### config.mk
export PLATFORM = sky130hd
export DESIGN_NAME = transpose_buffer
export DESIGN_NICKNAME = d
export VERILOG_FILES = /design/src/rtl/transpose_buffer.sv
export SDC_FILE = /design/constraint.sdc
export NUM_CORES = 1
export LEC_CHECK = 0
export CAP_MARGIN = 20
export CORE_AREA = 2 2 172 174
export CTS_CLUSTER_SIZE = 10
export DETAILED_ROUTE_END_ITERATION = 10
export DIE_AREA = 0 0 174 176
export PLACE_DENSITY = 0.65
export SETUP_SLACK_MARGIN = 0.05
export SLEW_MARGIN = 20
export SYNTH_ARGS = -nofsm -noshare
export SYNTH_HDL_FRONTEND = slang
export SYNTH_SLANG_ARGS = --single-unit
### constraint.sdc
create_clock -name clk -period 12.07 [get_ports clk]
set_input_delay 2.414 -clock clk [delete_from_list [all_inputs] [get_ports clk]]
set_output_delay 2.414 -clock clk [all_outputs]
set_load 0.02 [all_outputs]
### src/rtl/transpose_buffer.sv
// transpose_buffer: streaming ELEMS x ELEMS tile transposer with ping-pong
// banks. One bank fills from the input stream while the other drains to the
// output register, so tiles flow at full rate unless downstream stalls.
module transpose_buffer #(
  parameter int DATA_SIZE = 8,
  parameter int ELEMS     = 4
) (
  input  logic                       clk,
  input  logic                       rst,
  input  logic [DATA_SIZE*ELEMS-1:0] in,
  input  logic                       in_valid,
  output logic                       in_ready,
  input  logic                       in_last,
  input  logic                       in_bypass,
  output logic [DATA_SIZE*ELEMS-1:0] out,
  output logic                       out_valid,
  input  logic                       out_ready,
  output logic                       out_last,
  output logic                       busy
);

  localparam int WROW_W = $clog2(ELEMS + 1);
  localparam int RCOL_W = $clog2(ELEMS);
  localparam logic [WROW_W-1:0] LAST_ROW = WROW_W'(ELEMS - 1);
  localparam logic [RCOL_W-1:0] LAST_COL = RCOL_W'(ELEMS - 1);

  typedef enum logic [1:0] {
    ST_EMPTY   = 2'd0,
    ST_FILLING = 2'd1,
    ST_FULL    = 2'd2
  } bank_st_t;

  // Bank storage and per-bank flags (contents survive reset by design)
  bank_st_t             r_state     [2];
  bank_st_t             w_state_nxt [2];
  logic [DATA_SIZE-1:0] r_mem       [2][ELEMS][ELEMS];
  logic                 r_mode      [2];
  logic                 r_last      [2];

  // Write / read pointers
  logic              r_wbank;
  logic [WROW_W-1:0] r_wrow;
  logic              r_rbank;
  logic [RCOL_W-1:0] r_rcol;

  // Output register stage
  logic [DATA_SIZE*ELEMS-1:0] r_out_p0;
  logic                       r_vld_p0;
  logic                       r_last_p0;

  logic                       w_wr;
  logic                       w_close;
  logic                       w_load;
  logic                       w_final;
  logic [DATA_SIZE*ELEMS-1:0] w_col;

  assign in_ready = !rst && ((r_state[r_wbank] == ST_EMPTY) ||
                             (r_state[r_wbank] == ST_FILLING));
  assign w_wr     = in_valid && in_ready;
  assign w_close  = w_wr && ((r_wrow == LAST_ROW) || in_last);
  assign w_load   = (r_state[r_rbank] == ST_FULL) && (!r_vld_p0 || out_ready);
  assign w_final  = w_load && (r_rcol == LAST_COL);

  assign out       = r_out_p0;
  assign out_valid = r_vld_p0;
  assign out_last  = r_last_p0;
  assign busy      = (r_state[0] != ST_EMPTY) || (r_state[1] != ST_EMPTY) || r_vld_p0;

  // Bank next-state: write side fills/closes, read side frees on final beat.
  // A bank cannot be written and drained in the same cycle (FILLING vs FULL).
  always_comb begin
    for (int b = 0; b < 2; b++) begin
      w_state_nxt[b] = r_state[b];
      if (w_wr && (r_wbank == 1'(b))) begin
        w_state_nxt[b] = w_close ? ST_FULL : ST_FILLING;
      end
      if (w_final && (r_rbank == 1'(b))) begin
        w_state_nxt[b] = ST_EMPTY;
      end
    end
  end

  // Bank state registers
  always_ff @(posedge clk) begin
    for (int b = 0; b < 2; b++) begin
      if (rst) begin
        r_state[b] <= ST_EMPTY;
      end else begin
        r_state[b] <= w_state_nxt[b];
      end
    end
  end

  // Write pointer: advance row per beat, flip bank when a tile closes
  always_ff @(posedge clk) begin
    if (rst) begin
      r_wbank <= 1'b0;
      r_wrow  <= '0;
    end else if (w_wr) begin
      if (w_close) begin
        r_wbank <= ~r_wbank;
        r_wrow  <= '0;
      end else begin
        r_wrow  <= r_wrow + WROW_W'(1);
      end
    end
  end

  // Tile flags: mode latched on the first beat, last flag on the closing beat
  always_ff @(posedge clk) begin
    if (w_wr && (r_wrow == '0)) begin
      r_mode[r_wbank] <= in_bypass;
    end
    if (w_close) begin
      r_last[r_wbank] <= in_last;
    end
  end

  // Tile storage: current row takes the beat; on close, later rows zero-pad
  always_ff @(posedge clk) begin
    if (w_wr) begin
      for (int k = 0; k < ELEMS; k++) begin
        for (int j = 0; j < ELEMS; j++) begin
          if (int'(r_wrow) == k) begin
            r_mem[r_wbank][k][j] <= in[DATA_SIZE*j +: DATA_SIZE];
          end else if (w_close && (k > int'(r_wrow))) begin
            r_mem[r_wbank][k][j] <= '0;
          end
        end
      end
    end
  end

  // Column select: column rcol in transpose mode, row rcol in bypass mode
  always_comb begin
    w_col = '0;
    for (int r = 0; r < ELEMS; r++) begin
      for (int c = 0; c < ELEMS; c++) begin
        if (int'(r_rcol) == c) begin
          w_col[DATA_SIZE*r +: DATA_SIZE] = r_mode[r_rbank] ? r_mem[r_rbank][c][r]
                                                            : r_mem[r_rbank][r][c];
        end
      end
    end
  end

  // Read pointer: step column per load, flip bank after the final beat
  always_ff @(posedge clk) begin
    if (rst) begin
      r_rbank <= 1'b0;
      r_rcol  <= '0;
    end else if (w_load) begin
      if (w_final) begin
        r_rbank <= ~r_rbank;
        r_rcol  <= '0;
      end else begin
        r_rcol  <= r_rcol + RCOL_W'(1);
      end
    end
  end

  // Output register: load a new beat, or drop valid once the beat is taken
  always_ff @(posedge clk) begin
    if (rst) begin
      r_out_p0  <= '0;
      r_vld_p0  <= 1'b0;
      r_last_p0 <= 1'b0;
    end else if (w_load) begin
      r_out_p0  <= w_col;
      r_vld_p0  <= 1'b1;
      r_last_p0 <= r_last[r_rbank] && (r_rcol == LAST_COL);
    end else if (r_vld_p0 && out_ready) begin
      r_vld_p0  <= 1'b0;
      r_last_p0 <= 1'b0;
    end
  end

endmodule

# [Yosys cells after proc, flatten, opt, wreduce, memory -nomap -nowiden]
# Memories as Yosys holds them, arrays and structs flattened. A register that Yosys moved wholly into a read port is not among the register bits.
# Index checks and enable logic that the tools add are counted.
[word_totals] reg_bits=41 ramBits=264 input_bits=38 out_inout_bits=36 n_memories=4
[memory_table] memory="r_mem" depth=2 width=128 read_ports=1 rd_ports_with_merged_regs=1 wr=1 line_no="36" rtl="logic [DATA_SIZE-1:0] r_mem [2][ELEMS][ELEMS];"
[memory_table] memory="r_state" depth=2 width=2 read_ports=4 rd_ports_with_merged_regs=2 wr=2 line_no="34" rtl="bank_st_t r_state [2];"
[memory_table] memory="r_last" depth=2 width=1 read_ports=1 rd_ports_with_merged_regs=1 wr=1 line_no="38" rtl="logic r_last [2];"
[memory_table] memory="r_mode" depth=2 width=1 read_ports=1 rd_ports_with_merged_regs=1 wr=1 line_no="37" rtl="logic r_mode [2];"
[classes] add_sub_neg=2 n_lt_le_gt_ge=3 n_eq_ne=10 muxes=93 n_bitwise=16 reduce_logical=31
[op_table] op="$mux 8" count=40
[op_table] op="$mux 1" count=44
[op_table] op="$mux 2" count=8
[op_table] op="$logic_and 1x1->1" count=15
[op_table] op="$or 1x1->1" count=14
[op_table] op="$eq 2x2->1 const B" count=4
[op_table] op="$eq 3x2->1 const B" count=2
[op_table] op="$eq 3x3->1 const B" count=2
[op_table] op="$gt 2x3->1 const A" count=2
[op_table] op="$logic_not 3->1" count=2
[op_table] op="$reduce_bool 2->1" count=3
[op_table] op="$logic_or 1x1->1" count=5
[op_table] op="$eq 2x1->1 const B" count=2
[op_table] op="$logic_not 2->1" count=2
[op_table] op="$reduce_and 2->1" count=2
[op_table] op="$add 3x1->3 const B" count=1
[op_table] op="$gt 1x3->1 const A" count=1
[op_table] op="$mux 3" count=1
[op_table] op="$add 2x1->2 const B" count=1
[op_table] op="$logic_not 1->1" count=2
[op_table] op="$not 1->1" count=2

# [Longest topological paths before layout]
# Gate-level depths: netlist of the first run.
[logic_depth] depth_word=11 mapped_depth=9

# [Worst setup path before layout of the first run]
# No wires, ideal clock.
[synth_path] kind="input -> register" startpoint="input rst" endpoint="memory r_mem[0][32] (netlist bit) (enable)" t_arrival_ns=6.097 t_required_ns=11.568 setup_slack_ns=5.471 stages=4 path_cell_list="inv_1 -> clkbuf_1 -> nand3_1 -> nor4_1"
[synth_between] elab_chain_cells=10 elab_cells_between_ends=12 cone_classes="mux: 6; bitwise: 1; reduce/logical: 5"
[synth_lines] element="start, declared" line_no="9" rtl="input logic rst,"
[synth_lines] element="$logic_not 1->1 (*)" line_no="57" rtl="assign in_ready = !rst && ((r_state[r_wbank] == ST_EMPTY) ||"
[synth_lines] element="$logic_and 1x1->1 (*)" line_no="57"
[synth_lines] element="$logic_and 1x1->1 (*)" line_no="59" rtl="assign w_wr = in_valid && in_ready;"
[synth_lines] element="$logic_and 1x1->1" line_no="60" rtl="assign w_close = w_wr && ((r_wrow == LAST_ROW) || in_last);"
[synth_lines] element="$logic_and 1x1->1" line_no="126" rtl="end else if (w_close && (k > int'(r_wrow))) begin"
[synth_lines] element="$mux 1" line_no="126"
[synth_lines] element="$mux 1" line_no="124" rtl="if (int'(r_wrow) == k) begin"
[synth_lines] element="$mux 1" line_no="121" rtl="if (w_wr) begin"
[synth_lines] element="$mux 1 (implied by the code)" line_no="127" rtl="r_mem[r_wbank][k][j] <= '0;"
[synth_lines] element="$or 1x1->1 (no source line) (*)"
[synth_lines] element="end, declared" line_no="36"
# Every way passes the cells marked *; elsewhere a longest branch is shown, timed or not.

# [Worst setup path after layout of the first run]
[layout_path] startpoint="input rst" endpoint="output in_ready"
[layout_between] elab_chain_cells=2
[layout_lines] element="$logic_not 1->1" line_no="57"
[layout_lines] element="$logic_and 1x1->1" line_no="57"
[layout_lines] element="end, declared" line_no="12" rtl="output logic in_ready,"
# No other way between the ends.

==> results of run 1 <==
-- routing by layer --
| metal | track usage | routed length (µm) |
|---|---|---|
| met4 | 0.0861 | 981 |
| met1 | 0.360 | 17000 |
| met3 | 0.0351 | 2600 |
| met2 | 0.439 | 19600 |
| met5 | 0 | 0 |
-- worst min-delay path by stage --
| stage | endpoint | slack [ps] | start |
|---|---|---|---|
| 2_1_floorplan | r_wrow[2] | 460 | r_wrow[2] |
| 3_3_place_gp | r_wrow[2] | 500 | r_wrow[2] |
| 3_5_place_dp | r_wrow[2] | 510 | r_wrow[2] |
| 4_1_cts | r_wrow[2] | 520 | r_wrow[2] |
| 5_1_grt | r_wrow[2] | 550 | r_wrow[2] |
| 6_report | r_wrow[2] | 520 | r_wrow[2] |
-- final cells by class --
class                      count  area share
clock buffer                  63      0.0639
clock inverter                 3     0.00253
inverter                       6     0.00138
multi-input combinational    693       0.313
sequential                   307       0.536
tap                          384      0.0294
timing repair buffer          93      0.0540
-- power by group --
part           switching (µW)  leakage (µW)  internal [µW]
Sequential               18.3       0.00275           1190
Combinational             145       0.00216           85.9
Clock                     418      0.000517            588
-- registers in the layout (all words and copies together), names as in the netlist, named ones only --
name and cells:
out_valid 1, r_rcol 2, out_last 1, r_wbank 1, out 32, r_rbank 1
r_mode 2, r_last 2, r_wrow 3, r_state 4, r_mem 256
-- cell usage after synthesis, types with 3 or more instances --
master | count | area, µm²
a211oi_1 | 41 | 308
a21oi_1 | 40 | 200
a22oi_1 | 9 | 67.6
a311oi_1 | 8 | 70.1
a31oi_1 | 26 | 163
a32oi_1 | 8 | 70.1
and2_1 | 66 | 413
and3_1 | 3 | 18.8
buf_1 | 4 | 15.0
buf_2 | 28 | 140
buf_4 | 3 | 22.5
clkbuf_1 | 45 | 169
dfxtp_1 | 47 | 941
edfxtp_1 | 260 | 7810
ha_1 | 9 | 113
inv_1 | 6 | 22.5
mux2_2 | 34 | 383
mux2i_1 | 155 | 1550
mux4_2 | 8 | 180
nand2_1 | 76 | 285
nand3b_1 | 3 | 22.5
nor2_1 | 57 | 214
nor2b_1 | 51 | 319
nor3_1 | 6 | 30.0
o211ai_1 | 8 | 60.1
o21a_1 | 11 | 82.6
o21ai_0 | 32 | 160
o22ai_1 | 16 | 100
o41ai_1 | 8 | 70.1
-- cell families (layout without fill, tap and decap cells) --
family                   count (synthesis)  after routing  share of synthesized area
multiplexers                           197            197                      0.149
buffers and inverters                   86            165                     0.0261
adder cells (fa/ha/maj)                  9              9                    0.00796
flip-flops                             307            307                      0.618
XOR/XNOR                                 2              2                    0.00124
AND/OR/NAND/NOR                        274            274                     0.0986
AO/OA/AOI/OAI                          211            211                     0.0984
-- metrics by stage --
step	hold WS, ps	setup WS (ps)	cell area, µm²	power (µW)
global route	553	4450	16300	2520
finish	521	4660	16300	2440
detailed placement	508	4620	15200	1460
global placement	497	4610	15200	1450
CTS	520	4600	16300	2450
floorplan	458	5470	14100	1350
-- worst min-delay path, stage by stage, from the launching register on --
cell     delay (ps)
dfxtp_1         350
nand2_1          80
a21oi_1          50
==> flow_summary.yaml, run 1 <==
layout:
  mostFrequentLayoutCells: "260 x edfxtp_1, 154 x mux2i_1, 76 x nand2_1, 73 x clkdlybuf4s50_1, 66 x and2_1"
  area_delta_synth_final_pct: 15.4
  multiInputGateArea_mm2: 0.00510
  n_antenna_cell: 0
  fin_nets: 1185
  final_common_cell: "edfxtp_1"
  n_fill_cell: 2394
  stdcell_count: 1549
  final_util: 0.572
  final_layout_size_suffix_gt1_frac: 0.103
  regArea_mm2: 0.00875
critical_path:
  cp_slowest_stage_delay_ps: 910
  worstSetupStartpointType: "input pin"
  path_cells: "clkdlybuf4s50_1 > inv_1 > and2_1 > clkdlybuf4s50_1"
  r2r_cells: 7
  worstSetupEndpointType: "output pin"
  worst_setup_path_endpoint: "in_ready"
  r2r-end: "out[11]"
  cpMostUsedCell: "clkdlybuf4s50_1"
  regToRegSetupSlack_ps: 7980
  required_ps: 9660
  cp_max_fo: 30
  critical_path_depth: 4
  critPathKind: "in -> out"
  arrival_ps: 4990
  crit_path_top_delay_cell: "inv_1"
  crit_path_start: "rst"
  crit_buf_inv: 3
  path_delay_family: "buffers and inverters"
synthesis:
  synth-warning-count: 0
  syn-instance-count: 1086
  synth-edff-count: 260
  ys_seq_elements: 307
  netlist_area_mm2: 0.0141
  async_flop_share: 0
  synth_area_per_cell_um2: 13.0
  syn_nets: 1133
  seq_area_frac_synth: 0.618
  synth_ff_type: "edfxtp_1"
  yosys.cell_types.count: 42
power_and_ir_drop:
  leakagePower_uw: 0.00543
  p_per_area_mw_per_mm2: 150
  ir_worst_vdd_uv: 101
hold_path:
  hp-class: "reg -> reg"
  holdPathStages: 2
detailed_routing:
  via_per_inst: 6.10
  firstDrtPassIters: 5
  wl_per_cell_um: 25.9
  via_count: 9451
  detail-route-antenna-nets: 0
  drt_iter0_drc: 934
  drt-total-wl_mm: 40.1
  drc: 0
sta:
  setup_tns_ps: 0
  setup_violations: 0
  final_hold_viol_count: 0
  rsz0062_at_grt: "no"
  finalCritPeriodShare: 0.614
  min_period_ps: 7410
  worst_pin_slew_ps: 1060
  skew_ps: 21.2
  slew_viol_final: 0
  slew_headroom: 0.295
  fmax_mhz: 135
die:
  io_pins: 74
  start_util: 0.496
  fp.dieH_um: 176
  rows: 62
  die_x_um: 174
  core_area_mm2: 0.0285
  dieArea_mm2: 0.0306
placed_design:
  gp_congestion: 0.799
  hpwlAfterDp_mm: 24.0
  port_buffers: 73
  dp_cells: 1483
global_routing:
  grt_usage: 0.263
  grt_max_degree: 73
  grt_pass1_wl_mm: 59.5
  first_global_vias: 9383
  overflow: 0
  antenna_found_initial: 1
clocking:
  cts_tree: "yes"
  post_cts_resized: 0
  postCtsHoldBufs: 0
  clock_latency_ps: 540
  cts_root_buffer: "clkbuf_16"
  cts.sinks: 307
  postCtsSetupRepairBufs: 0
  clkSlewWorstSetupHoldPaths_ps: 50
  cts_buffers: 37
  htree_num_levels: 2
  max-clock-path-buffers: 3
job:
  drv_cap: 0
status:
  run_status: "complete, no violations"
Note: power is estimated with default switching activity, not from simulation.
==> run 2, diff against run 1 <==
- clock period: 12.07 -> 7.2 ns (I/O delays scaled with it)
==> flow_summary.yaml, run 2 (same netlist as run 1, synthesis figures left out) <==
detailed_routing:
  drc: 0
  via_count: 9229
  firstDrtPassIters: 5
  wl_per_cell_um: 24.8
  detail-route-antenna-nets: 0
  drt_iter0_drc: 813
  via_per_inst: 5.96
  drt-total-wl_mm: 38.4
global_routing:
  grt_usage: 0.250
  busiest_layer: "met2"
  overflow: 0
  use_met1: 0.348
  grt_pass1_wl_mm: 56.2
  antenna_found_initial: 2
  first_global_vias: 8881
  use_met3: 0.0420
  use_met2: 0.397
  grt_max_degree: 51
critical_path:
  worstSetupEndpointType: "output pin"
  worstSetupStartpointType: "input pin"
  path_cells: "clkdlybuf4s50_1 > inv_1 > buf_4 > and2_1 > clkdlybuf4s50_1"
  cp_max_fo: 30
  crit_path_start: "rst"
  required_ps: 5760
  cpMostUsedCell: "clkdlybuf4s50_1"
  crit_path_top_delay_cell: "clkdlybuf4s50_1"
  arrival_ps: 3600
  cp_slowest_stage_delay_ps: 840
  critPathKind: "in -> out"
power_and_ir_drop:
  p_comb_frac: 0.094
  p_clk_frac: 0.414
  pwr-share-seq: 0.491
  p_sw_uw: 946
  intPower_uw: 3170
  p_per_area_mw_per_mm2: 251
  sw_frac_of_total: 0.230
  leakagePower_uw: 0.00548
  ir_worst_vdd_uv: 199
layout:
  final_layout_size_suffix_gt1_frac: 0.105
  multiInputGateArea_mm2: 0.00509
  fin_nets: 1187
  n_fill_cell: 2316
  final_common_cell: "edfxtp_1"
  mostFrequentLayoutCells: "260 x edfxtp_1, 154 x mux2i_1, 76 x nand2_1, 73 x clkdlybuf4s50_1, 66 x and2_1"
  n_antenna_cell: 0
  largest_reg_flops: 256
  area_delta_synth_final_pct: 15.9
  stdcell_area_mm2: 0.0164
  regMostFlops: "r_mem"
  regArea_mm2: 0.00875
  stdcell_count: 1549
clocking:
  htree_num_levels: 2
  postCtsHoldBufs: 0
  max-clock-path-buffers: 3
  clkSlewWorstSetupHoldPaths_ps: 50
  cts.sinks: 307
  post_cts_resized: 0
  clock_latency_ps: 510
  cts_buffers: 37
  cts_tree: "yes"
  postCtsSetupRepairBufs: 0
  cts_root_buffer: "clkbuf_16"
die:
  rows: 62
  die_x_um: 174
  io_pins: 74
  start_util: 0.496
  dieArea_mm2: 0.0306
  fp.dieH_um: 176
  core_area_mm2: 0.0285
placed_design:
  dpl-instance-area_mm2: 0.0152
  hpwlAfterDp_mm: 24.3
  gp_congestion: 0.786
  port_buffers: 73
  dp_cells: 1483
sta:
  rsz0062_at_grt: "no"
  fmax_mhz: 199
  final_hold_viol_count: 0
  min_period_ps: 5040
  finalCritPeriodShare: 0.699
  setup_violations: 0
  skew_ps: 16.1
  setup_tns_ps: 0
  whs_ps: 519
  slew_viol_final: 0
  worst_pin_slew_ps: 1100
  slew_headroom: 0.263
status:
  run_status: "complete, no violations"
hold_path:
  hp-class: "reg -> reg"
  min_from: "r_wrow[2]"
job:
  drv_cap: 0
==> run 2: cell types whose count changed in the layout (fill, tap and decap cells not counted), moves of 2 or more <==
| cell | before | now |
|---|---|---|
| clkbuf_16 | 37 | 39 |
| buf_16 | 0 | 2 |
| clkbuf_1 | 24 | 21 |
| clkinv_8 | 2 | 0 |
==> run 2: final cells by class <==
cell class / instances / share of cell area
multi-input cells: 693 / 0.311
repair buffers: 95 / 0.0578
flip-flops and latches: 307 / 0.534
clock inverters: 1 / 0.000534
clock buffers: 63 / 0.0668
inverters: 6 / 0.00137
well taps: 384 / 0.0293
==> run 2: final timing paths <==
kind,endpoint,slack [ps],depth (start not counted)
max,in_ready,2160,5
min,r_wrow[2],520,2
max reg2reg,out[17],3770,6
min reg2reg,r_wrow[2],520,2
==> run 2: critical path: cells and delay by family <==
| family | cells | cell delay [ps] |
|---|---|---|
| buffers and inverters | 4 | 1970 |
| and+or+nand+nor | 1 | 180 |
==> run 2: power groups by stage <==
stage          Clock, µW  Sequential, µW  Combinational [µW]
6_report            1700            2020                 388
5_1_grt             1810            2030                 415
4_1_cts             1730            2020                 386
3_5_place_dp           0            2060                 384
3_3_place_gp           0            2060                 378
2_1_floorplan          0            2070                 200
==> run 2: per-stage QoR <==
step	setup slack, ps	power [µW]	util
after global placement	1970	2430	0.533
after detailed placement	1880	2440	0.534
after floorplan	1580	2270	-
final	2160	4110	0.575
after global routing	2040	4250	0.575
after CTS	2160	4130	0.573
==> run 2: metal layers <==
metal / vias up / share of wire
li1: 4216 / -
met1: 4587 / 0.43
met2: 347 / 0.46
met3: 79 / 0.071
met4: 0 / 0.036
met5: - / 0
